**src/rtl/alu_issue_stage.sv**
```systemverilog
// Issue stage in front of a combinational alu.
// Requests are buffered in a small FIFO, issued onto registered alu inputs (S1),
// and the alu result is captured into an output register (S2) with valid/ready.
// A carry register lets chained requests take CIN from the previous COUT.
module alu_issue_stage #(
  parameter int WIDTH = 5,
  parameter int SEL_W = 4,
  parameter int DEPTH = 2
) (
  input  logic             CLK,
  input  logic             RST,
  input  logic             IN_VALID,
  output logic             IN_READY,
  input  logic [SEL_W-1:0] IN_OP,
  input  logic [WIDTH-1:0] IN_A,
  input  logic [WIDTH-1:0] IN_B,
  input  logic             IN_CIN,
  input  logic             IN_CHAIN,
  output logic [SEL_W-1:0] MUX_SELECT,
  output logic [WIDTH-1:0] A,
  output logic [WIDTH-1:0] B,
  output logic             CIN,
  input  logic [WIDTH-1:0] SUM,
  input  logic             COUT,
  output logic             OUT_VALID,
  input  logic             OUT_READY,
  output logic [WIDTH-1:0] OUT_SUM,
  output logic             OUT_COUT,
  output logic             OUT_ZERO
);

  localparam int PTR_W = (DEPTH > 1) ? $clog2(DEPTH) : 1;
  localparam int CNT_W = $clog2(DEPTH + 1);
  localparam logic [CNT_W-1:0] DEPTH_C = CNT_W'(DEPTH);
  localparam logic [PTR_W-1:0] LAST_C  = PTR_W'(DEPTH - 1);

  // FIFO storage (data only, never reset)
  logic [SEL_W-1:0] fifo_op_q    [DEPTH];
  logic [WIDTH-1:0] fifo_a_q     [DEPTH];
  logic [WIDTH-1:0] fifo_b_q     [DEPTH];
  logic             fifo_cin_q   [DEPTH];
  logic             fifo_chain_q [DEPTH];

  logic [PTR_W-1:0] wr_ptr_q, wr_ptr_d, rd_ptr_q, rd_ptr_d;
  logic [CNT_W-1:0] count_q, count_d;

  logic             s1_vld_q, s1_vld_d;
  logic [SEL_W-1:0] mux_sel_q, mux_sel_d;
  logic [WIDTH-1:0] a_q, a_d, b_q, b_d;
  logic             cin_q, cin_d;

  logic             s2_vld_q, s2_vld_d;
  logic [WIDTH-1:0] out_sum_q, out_sum_d;
  logic             out_cout_q, out_cout_d;

  logic             carry_q, carry_d;

  logic             in_ready;
  logic             push, pop, s2_load, s1_adv;

  function automatic logic [PTR_W-1:0] ptr_inc(input logic [PTR_W-1:0] p);
    return (p == LAST_C) ? '0 : p + 1'b1;
  endfunction

  // No pop-through: a full FIFO refuses new requests even if the head leaves this cycle.
  assign in_ready = (count_q < DEPTH_C) && !RST;

  // Handshake and pipeline advance decisions
  always_comb begin
    s2_load = !s2_vld_q || OUT_READY;
    s1_adv  = s1_vld_q && s2_load;
    pop     = (count_q != '0) && (!s1_vld_q || s1_adv);
    push    = IN_VALID && in_ready;
  end

  // Write accepted requests into the FIFO
  always_ff @(posedge CLK) begin
    if (push) begin
      fifo_op_q[wr_ptr_q]    <= IN_OP;
      fifo_a_q[wr_ptr_q]     <= IN_A;
      fifo_b_q[wr_ptr_q]     <= IN_B;
      fifo_cin_q[wr_ptr_q]   <= IN_CIN;
      fifo_chain_q[wr_ptr_q] <= IN_CHAIN;
    end
  end

  // Next-state for FIFO pointers, issue regs, result regs and carry
  always_comb begin
    wr_ptr_d = push ? ptr_inc(wr_ptr_q) : wr_ptr_q;
    rd_ptr_d = pop  ? ptr_inc(rd_ptr_q) : rd_ptr_q;
    count_d  = count_q;
    unique case ({push, pop})
      2'b10:   count_d = count_q + 1'b1;
      2'b01:   count_d = count_q - 1'b1;
      default: count_d = count_q;
    endcase

    // S1: issue regs hold their values whenever nothing new is loaded
    s1_vld_d  = pop ? 1'b1 : (s1_adv ? 1'b0 : s1_vld_q);
    mux_sel_d = mux_sel_q;
    a_d       = a_q;
    b_d       = b_q;
    cin_d     = cin_q;
    if (pop) begin
      mux_sel_d = fifo_op_q[rd_ptr_q];
      a_d       = fifo_a_q[rd_ptr_q];
      b_d       = fifo_b_q[rd_ptr_q];
      // A chained op whose predecessor is leaving S1 on this same edge takes the
      // live COUT; otherwise the predecessor's carry is already in carry_q.
      if (fifo_chain_q[rd_ptr_q]) cin_d = s1_adv ? COUT : carry_q;
      else                        cin_d = fifo_cin_q[rd_ptr_q];
    end

    // S2: capture the alu result as S1 advances
    s2_vld_d   = s2_load ? s1_vld_q : s2_vld_q;
    out_sum_d  = s1_adv ? SUM  : out_sum_q;
    out_cout_d = s1_adv ? COUT : out_cout_q;

    carry_d    = s1_adv ? COUT : carry_q;
  end

  // State registers; reset drops everything in flight
  always_ff @(posedge CLK) begin
    if (RST) begin
      wr_ptr_q   <= '0;
      rd_ptr_q   <= '0;
      count_q    <= '0;
      s1_vld_q   <= 1'b0;
      mux_sel_q  <= '0;
      a_q        <= '0;
      b_q        <= '0;
      cin_q      <= 1'b0;
      s2_vld_q   <= 1'b0;
      out_sum_q  <= '0;
      out_cout_q <= 1'b0;
      carry_q    <= 1'b0;
    end else begin
      wr_ptr_q   <= wr_ptr_d;
      rd_ptr_q   <= rd_ptr_d;
      count_q    <= count_d;
      s1_vld_q   <= s1_vld_d;
      mux_sel_q  <= mux_sel_d;
      a_q        <= a_d;
      b_q        <= b_d;
      cin_q      <= cin_d;
      s2_vld_q   <= s2_vld_d;
      out_sum_q  <= out_sum_d;
      out_cout_q <= out_cout_d;
      carry_q    <= carry_d;
    end
  end

  assign IN_READY   = in_ready;
  assign MUX_SELECT = mux_sel_q;
  assign A          = a_q;
  assign B          = b_q;
  assign CIN        = cin_q;
  assign OUT_VALID  = s2_vld_q;
  assign OUT_SUM    = out_sum_q;
  assign OUT_COUT   = out_cout_q;
  assign OUT_ZERO   = (out_sum_q == '0);

endmodule

```
**config.mk**
```make
export PLATFORM = sky130hd
export DESIGN_NAME = alu_issue_stage
export DESIGN_NICKNAME = d
export VERILOG_FILES = /design/src/rtl/alu_issue_stage.sv
export SDC_FILE = /design/constraint.sdc
export NUM_CORES = 1
export LEC_CHECK = 0
export BUFFER_PORTS_ARGS = -buffer_cell sky130_fd_sc_hd__buf_4
export CAP_MARGIN = 20
export CORE_UTILIZATION = 45
export CTS_CLUSTER_SIZE = 16
export DETAILED_ROUTE_END_ITERATION = 10
export GPL_TIMING_DRIVEN = 1
export PLACE_DENSITY = 0.71
export SYNTH_ARGS = -nofsm -noshare
export SYNTH_HDL_FRONTEND = slang
export SYNTH_SLANG_ARGS = --single-unit
export TNS_END_PERCENT = 30
```
**constraint.sdc**
```tcl
create_clock -name CLK -period 1.6 [get_ports CLK]
set_input_delay 0.32 -clock CLK [delete_from_list [all_inputs] [get_ports CLK]]
set_output_delay 0.32 -clock CLK [all_outputs]
set_load 0.01 [all_outputs]
```
After elaboration in Yosys (flattened, before gate mapping). Memories as Yosys holds them, arrays and structs flattened. A register that Yosys moved wholly into a read port is not among the register bits. Cells that the tools add are included.

Add/subtract/negate cells: 4. Order comparisons: 1. Equality and inequality tests: 2. Muxes and demuxes: 13. Reductions and logical operators: 13.

Operator list (count): $mux 1 (12); $reduce_bool 2->1 (3); $logic_not 5->1 (1); $logic_and 1x1->1 (4); $pmux 2 s2 (1); $logic_not 1->1 (3); $add 1x1->1 const B (2); $add 2x1->2 const B (1); $eq 2x1->1 const B (1); $eq 2x2->1 const B (1); $logic_or 1x1->1 (2); $lt 2x2->1 const B (1); $sub 2x1->2 const B (1).

Register bits after elaboration: 14. Memory bits (writable): 32. Input bits: 26. Output and inout bits: 24. Logic and storage cells: 47. Memories kept: 5.

Memory list: fifo_a_q (depth 2, bits a word 5, read ports 1, clocked after Yosys merged registers in 1, wr ports 1, line 39) `logic [WIDTH-1:0] fifo_a_q [DEPTH];`; fifo_b_q (depth 2, bits a word 5, read ports 1, clocked after Yosys merged registers in 1, wr ports 1, line 40) `logic [WIDTH-1:0] fifo_b_q [DEPTH];`; fifo_op_q (depth 2, bits a word 4, read ports 1, clocked after Yosys merged registers in 1, wr ports 1, line 38) `logic [SEL_W-1:0] fifo_op_q [DEPTH];`; fifo_chain_q (depth 2, bits a word 1, read ports 1, clocked after Yosys merged registers in 1, wr ports 1, line 42) `logic fifo_chain_q [DEPTH];`; fifo_cin_q (depth 2, bits a word 1, read ports 1, clocked after Yosys merged registers in 1, wr ports 1, line 41) `logic fifo_cin_q [DEPTH];`.

Depth between registers and ports, before layout. Gate-level depths: netlist of run 1.

Word-level depth: 7. Mapped depth: 7. Depth with buffers taken out: 6.

Worst setup path before layout of run 1. Ideal clock, no wire load.

Kind: flip-flop to flip-flop. From: register count_q[1]. To: memory fifo_a_q[0][0] (enable). Library setup time: 0.388 ns. Data arrival time: 1.375 ns. Slack: -0.164 ns. Stages on the path, launching flop included: 4. Buffers on the path: 0. Cell sequence: dfxtp_1 nor2_1 nand2_1 nor2_1.

Word-level cells in the longest chain between the ends: 5.

RTL lines: start, declared (line 45) `logic [CNT_W-1:0] count_q, count_d;`; start signal, assigned (line 140) `count_q <= count_d;`; $lt 2x2->1 (line 66) `assign in_ready = (count_q < DEPTH_C) && !RST;`; $logic_and 1x1->1 (line 66); net IN_READY (line 13) `output logic IN_READY,`; $logic_and 1x1->1 (line 73) `push = IN_VALID && in_ready;`; $mux 1 (line 78) `if (push) begin`; $mux 1 (implied by the code) (line 80) `fifo_a_q[wr_ptr_q] <= IN_A;`; end, declared (line 39).

The timed path passes the listed nets, and every way through them passes these cells.

Worst setup path after layout of run 1.
From: register out_sum_q[1], in the netlist OUT_SUM[1]. To: output port OUT_ZERO.

Word-level cells in the longest chain between the ends: 1.

RTL lines: start, declared (line 53) `logic [WIDTH-1:0] out_sum_q, out_sum_d;`; start signal, assigned (line 147) `out_sum_q <= out_sum_d;`; $logic_not 5->1 (line 161) `assign OUT_ZERO = (out_sum_q == '0);`; end, declared (line 29) `output logic OUT_ZERO`.

No other way between the ends.

==> flow_metrics.tcl, run 1 <==
set metrics [dict create \
    r2r-start "count_q[1]" \
    run_status "finished with violations" \
    drt_iter0_markers 30 \
    fill_cells 392 \
    place_hpwl_um 2740 \
    synth.area.top_cells "edfxtp_1, dfxtp_1, mux2i_1" \
    cts_buffers 9 \
    synth_edf_count 32 \
    drv_cap 0 \
    clockRootBuffer "clkbuf_8" \
    std_cell_rows 25 \
    io_buffers 49 \
    wire_per_inst_um 13.5 \
    grt_max_degree 32 \
    wirelength_um 3930 \
    synthCells 159 \
    grt_overflow_total 0 \
    area_growth_pct 30.3 \
    nNetsFinal 246 \
    grt_pass1_vias 1483 \
    cts_setup_buffers 0 \
    cellLeakagePower_nw 1.14 \
    num_io_pins 50 \
    hp-class "in -> reg" \
    seqPwrFrac 0.431 \
    diodes 0 \
    hold_depth 1 \
    clk_latency_ns 0.31 \
    chipWidth_um 72.1 \
    cp_slowest_cell "or4_1" \
    ys_async_sr_fraction 0 \
    slew_headroom 0.790 \
    setup_violations 1 \
    ir_drop_mv 0.882 \
    gp_congestion 0.647 \
    track_usage 0.169 \
    cts_tree "yes" \
    power_density_mw_per_mm2 1820 \
    crit_chain "or4_1, nor2_1, buf_4" \
    worstMarginPinSlew_ns 0.315 \
    ys.flop_type "edfxtp_1" \
    yosys_warnings 0 \
    setup.worst_path.start_class "flop" \
    netlist_top_cells_count "edfxtp_1, nor2_1, dfxtp_1" \
    reg2reg_to "count_q[1]" \
    failed_checks "negative setup slack" \
    hold_viol_final 0 \
    dr.pass1.iters 4 \
    drive_gt1_frac 0.344 \
    syn-num-nets 186 \
    synth_top_area_frac 0.435 \
    crit_path_max_fanout 3 \
    startpoint "OUT_SUM[1]" \
    vias 1409 \
    rsz0062_at_grt "true" \
    cts_buffer_depth 2 \
    crit_path_end_kind "output port" \
    cts_sinks 61 \
    coreArea_mm2 0.00472 \
    critical_path_required_ns 1.28 \
    slowest_delay_ns 0.52 \
    clk_pin_slew_ns 0.06 \
    swShare 0.319 \
    power_frac_clock 0.211 \
    start_util 0.468 \
    hold_path_end "fifo_b_q[1][1]" \
    p_sw_w 0.00167 \
    worstHoldStart "IN_B[1]" \
    r2r_slack_ns 0.11 \
    fmax_mhz 590 \
    fin_setup_tns_ns -0.0946 \
    ys_ff_latch 61 \
    fin_crit_ns 1.69 \
    die_y_um 72.1 \
    pre_cts_slack_ns 0.00683 \
    worstSetupPathType "reg -> out" \
    cp.arrival_ns 1.37 \
    setup_slack_ns -0.0946 \
    dieArea_mm2 0.00520 \
    reg2regPathDepth 6 \
    finalCritPeriodShare 1.06 \
    finClkSkew_ns 0.00319 \
    p_comb_frac 0.358 \
    yosys.cell_types.count 26 \
    vias_per_cell 4.84 \
    detail-route-antenna-nets 0 \
    syn_area_mm2 0.00221 \
    syn_avg_cell_area_um2 13.9 \
    yosys.area.top_type "edfxtp_1" \
    cts.htree.levels 3 \
    final_util 0.610 \
    drcViolationCount 0 \
    grt_antenna_before_repair 0 \
    grt_pass1_wl_um 6510 \
    slew_viol_final 0 \
    total_power_w 0.00524 \
    intPower_w 0.00357 \
    ys_seq_area_frac 0.697 \
]
metal layers:
metal	wire, µm	GRT usage	vias to the layer above
li1	-	-	696
met1	1550	0.176	667
met2	2150	0.314	37
met3	157	0.0458	9
met4	75	0.0784	0
met5	0	0	-
power by group through the flow:
| stage | combinational [W] | sequential (W) | clock [W] |
|---|---|---|---|
| finish | 0.00188 | 0.00226 | 0.00110 |
| global route | 0.00206 | 0.00231 | 0.00120 |
| CTS | 0.00187 | 0.00226 | 0.00114 |
| detailed placement | 0.00186 | 0.00228 | 0 |
| global placement | 0.00178 | 0.00226 | 0 |
| floorplan | 0.00112 | 0.00234 | 0 |
cell usage in the layout (no fill, tap or decap):
master / netlist / final
nor2_2: 0 / 3
nor2b_1: 1 / 1
xor2_1: 1 / 1
nand2_1: 2 / 2
clkinv_1: 0 / 3
or3_1: 1 / 1
nor3_1: 1 / 1
nor2b_4: 1 / 1
dfxtp_1: 29 / 28
or4_1: 1 / 1
a21oi_1: 3 / 3
o21ai_0: 1 / 1
xnor2_1: 3 / 3
clkbuf_1: 2 / 3
a21oi_4: 1 / 1
nor2_1: 32 / 29
mux2_2: 1 / 1
a311oi_2: 1 / 1
buf_4: 3 / 56
a211oi_1: 14 / 14
buf_12: 0 / 2
edfxtp_1: 32 / 32
clkbuf_8: 0 / 10
and3_1: 1 / 1
dfxtp_2: 0 / 1
ha_4: 0 / 1
mux2i_1: 22 / 22
nand2b_1: 1 / 1
kinds of logic (layout without fill, tap and decap cells):
family | after synthesis | in the layout | synth area share
buffers and inverters | 9 | 74 | 0.0249
flip-flops | 61 | 61 | 0.697
multiplexers | 23 | 23 | 0.105
adder cells (fa/ha/maj) | 1 | 1 | 0.00566
AO/OA/AOI/OAI | 20 | 20 | 0.0707
XOR/XNOR | 4 | 4 | 0.0158
AND/OR/NAND/NOR | 41 | 41 | 0.0809
worst max path at each step:
stage | to | slack [ns] | cells after the start
2_1_floorplan | count_q[1] | -0.06 | 6
3_3_place_gp | count_q[1] | 0.1 | 6
3_5_place_dp | count_q[1] | 0.007 | 6
4_1_cts | OUT_ZERO | -0.11 | 3
5_1_grt | OUT_ZERO | -0.15 | 3
6_report | OUT_ZERO | -0.09 | 3
what timing repair did:
item	in CTS	in global routing
endpoints found under the hold margin	0	0
endpoints found under the setup margin	1	2
pin swaps	0	0
hold buffers	0	0
gates resized for setup	1	3
state kept, by name, summed over array words and instances, names as in the netlist, 4 cells and up, named ones only:
signal	cells
MUX_SELECT	4
B	5
fifo_b_q	10
fifo_a_q	10
A	5
fifo_op_q	8
OUT_SUM	5
layout make-up:
class / count / area (µm²) / area share
clock buffer: 13 / 149 / 0.0517
sequential: 61 / 1540 / 0.535
multi-input combinational: 89 / 634 / 0.220
clock inverter: 3 / 11.3 / 0.00391
timing repair buffer: 58 / 460 / 0.160
tap: 67 / 83.8 / 0.0291
stage by stage:
stage | cells | instance area (µm²) | hold slack, ns
2_1_floorplan | 159 | 2210 | 0.419
3_3_place_gp | 275 | 2700 | 0.481
3_5_place_dp | 275 | 2700 | 0.498
4_1_cts | 291 | 2860 | 0.175
5_1_grt | 291 | 2880 | 0.171
6_report | 291 | 2880 | 0.189
critical path: cells and delay by family (launching register included):
family | cells | cell delay, ns
buffers and inverters | 1 | 0.12
DFF | 1 | 0.33
and+or+nand+nor | 2 | 0.62
No activity file was read; power rests on OpenSTA's default activity.
==> run 2: changes to the inputs <==
--- a/config.mk
+++ b/config.mk
@@ -15,4 +15,3 @@
 export SYNTH_ARGS = -nofsm -noshare
 export SYNTH_HDL_FRONTEND = slang
 export SYNTH_SLANG_ARGS = --single-unit
-export TNS_END_PERCENT = 30
==> flow_metrics.tcl, run 2 (synthesis results as in run 1) <==
set metrics [dict create \
    cts_buffers 9 \
    ir_drop_mv 1.07 \
    grt_max_degree 32 \
    drt_iter0_markers 59 \
    vias_per_cell 4.74 \
    critical_path_required_ns 1.28 \
    failed_checks "negative setup slack" \
    clk_latency_ns 0.34 \
    crit_path_end_kind "output port" \
    cts_tree "yes" \
    coreArea_mm2 0.00472 \
    std_cell_rows 25 \
    setup_slack_ns -0.130 \
    fin_crit_ns 1.73 \
    finalCritPeriodShare 1.08 \
    io_buffers 49 \
    track_usage 0.164 \
    grt_overflow_total 0 \
    finClkSkew_ns 0.00954 \
    post-place-cells 275 \
    slew_viol_final 0 \
    drcViolationCount 0 \
    total_power_w 0.00552 \
    clockRootBuffer "clkbuf_8" \
    grt_pass1_vias 1372 \
    drv_cap 0 \
    final_cell_mix "buf_4, edfxtp_1, nor2_1" \
    clk_pin_slew_ns 0.07 \
    run_status "finished with violations" \
    worstHoldStart "IN_CIN" \
    cellLeakagePower_nw 1.18 \
    rsz0062_at_grt "true" \
    cp.arrival_ns 1.41 \
    drive_gt1_frac 0.384 \
    start_util 0.468 \
    fill_cells 366 \
    fmax_mhz 578 \
    cts.htree.levels 3 \
    num_io_pins 50 \
    wire_per_inst_um 13.1 \
    grt_pass1_wl_um 6040 \
    setup.worst_path.start_class "flop" \
    dieArea_mm2 0.00520 \
    dr.pass1.iters 3 \
    die_y_um 72.1 \
    slew_headroom 0.797 \
    nNetsFinal 246 \
    area_growth_pct 33.0 \
    top_regs "fifo_a_q (10), fifo_b_q (10), fifo_op_q (8)" \
    holdWs_ns 0.162 \
    instances_no_fill 291 \
    hp-class "in -> reg" \
    worstSetupPathType "reg -> out" \
    layout_commonest_cell "buf_4" \
    r2r-start "count_q[1]" \
    worstMarginPinSlew_ns 0.305 \
    hold_depth 1 \
    finalInstanceArea_mm2 0.00294 \
    vias 1380 \
    power_density_mw_per_mm2 1880 \
    cts_hold_buffers 0 \
    hold_viol_final 0 \
    multi_input_area_um2 628 \
    reg2reg_to "count_q[1]" \
    setup_violations 1 \
    grt_antenna_before_repair 0 \
    wirelength_um 3820 \
    place_hpwl_um 2550 \
    hold_path_end "fifo_cin_q[1]" \
    register_area_mm2 0.00155 \
    cts_sinks 61 \
    detail-route-antenna-nets 0 \
    pre_cts_slack_ns 0.0202 \
    r2r_slack_ns 0.08 \
    placed_area_mm2 0.00270 \
    diodes 0 \
    gp_congestion 0.638 \
    reg2regPathDepth 5 \
    cts_buffer_depth 2 \
    chipWidth_um 72.1 \
    crit_path_max_fanout 3 \
]
-- run 2: cell count changes in the layout (fill, tap and decap cells not counted), sizes merged --
cell	delta
clkinvlp	+1
clkinv	-2
inv	+1
-- run 2: timing repair --
action                                  4_1_cts  5_1_grt
gates resized for setup                       1        5
pin swaps                                     0        1
buffers inserted                              0        0
endpoints found under the setup margin        1        2
-- run 2: worst max-delay path by stage --
stage	from	to	slack, ns	cells after the start
6_report	OUT_SUM[2]	OUT_ZERO	-0.13	3
5_1_grt	OUT_SUM[2]	OUT_ZERO	-0.17	3
4_1_cts	OUT_SUM[2]	OUT_ZERO	-0.15	3
3_5_place_dp	RST	count_q[1]	0.02	6
3_3_place_gp	OUT_READY	count_q[1]	0.09	6
2_1_floorplan	OUT_VALID	count_q[1]	0.02	6
-- run 2: through the flow --
step                      TNS [ns]   util
after floorplan                  0      -
after global placement           0  0.572
after detailed placement         0  0.572
after CTS                   -0.147  0.620
after global routing        -0.174  0.623
final                       -0.130  0.623
-- run 2: worst max-delay path, stage by stage, from the launching register on --
cell	delay (ns)
dfxtp_2	0.33
or4_4	0.51
nor2_2	0.11
buf_4	0.12
-- run 2: layer usage --
metal  track usage  part of all wire  wire [µm]  vias up
li1              -                 -          -      690
met5             0                 0          0        -
met3        0.0667             0.053        201        8
met2         0.283              0.54       2080       35
met1         0.167              0.39       1470      647
met4        0.0915             0.018         70        0
-- run 2: report_power, final --
group	switching [W]	internal [W]	leakage, nW
clock network	0.000594	0.000838	0.112
registers	0.000213	0.00204	0.533
logic	0.000917	0.000924	0.530
total	0.00172	0.00380	1.18
-- run 2: layout make-up --
type                    instances  area share
multi-input cells              89       0.214
repair buffers                 58       0.157
well taps                      67      0.0285
clock inverters                 3     0.00723
clock buffers                  13      0.0685
flip-flops and latches         61       0.526
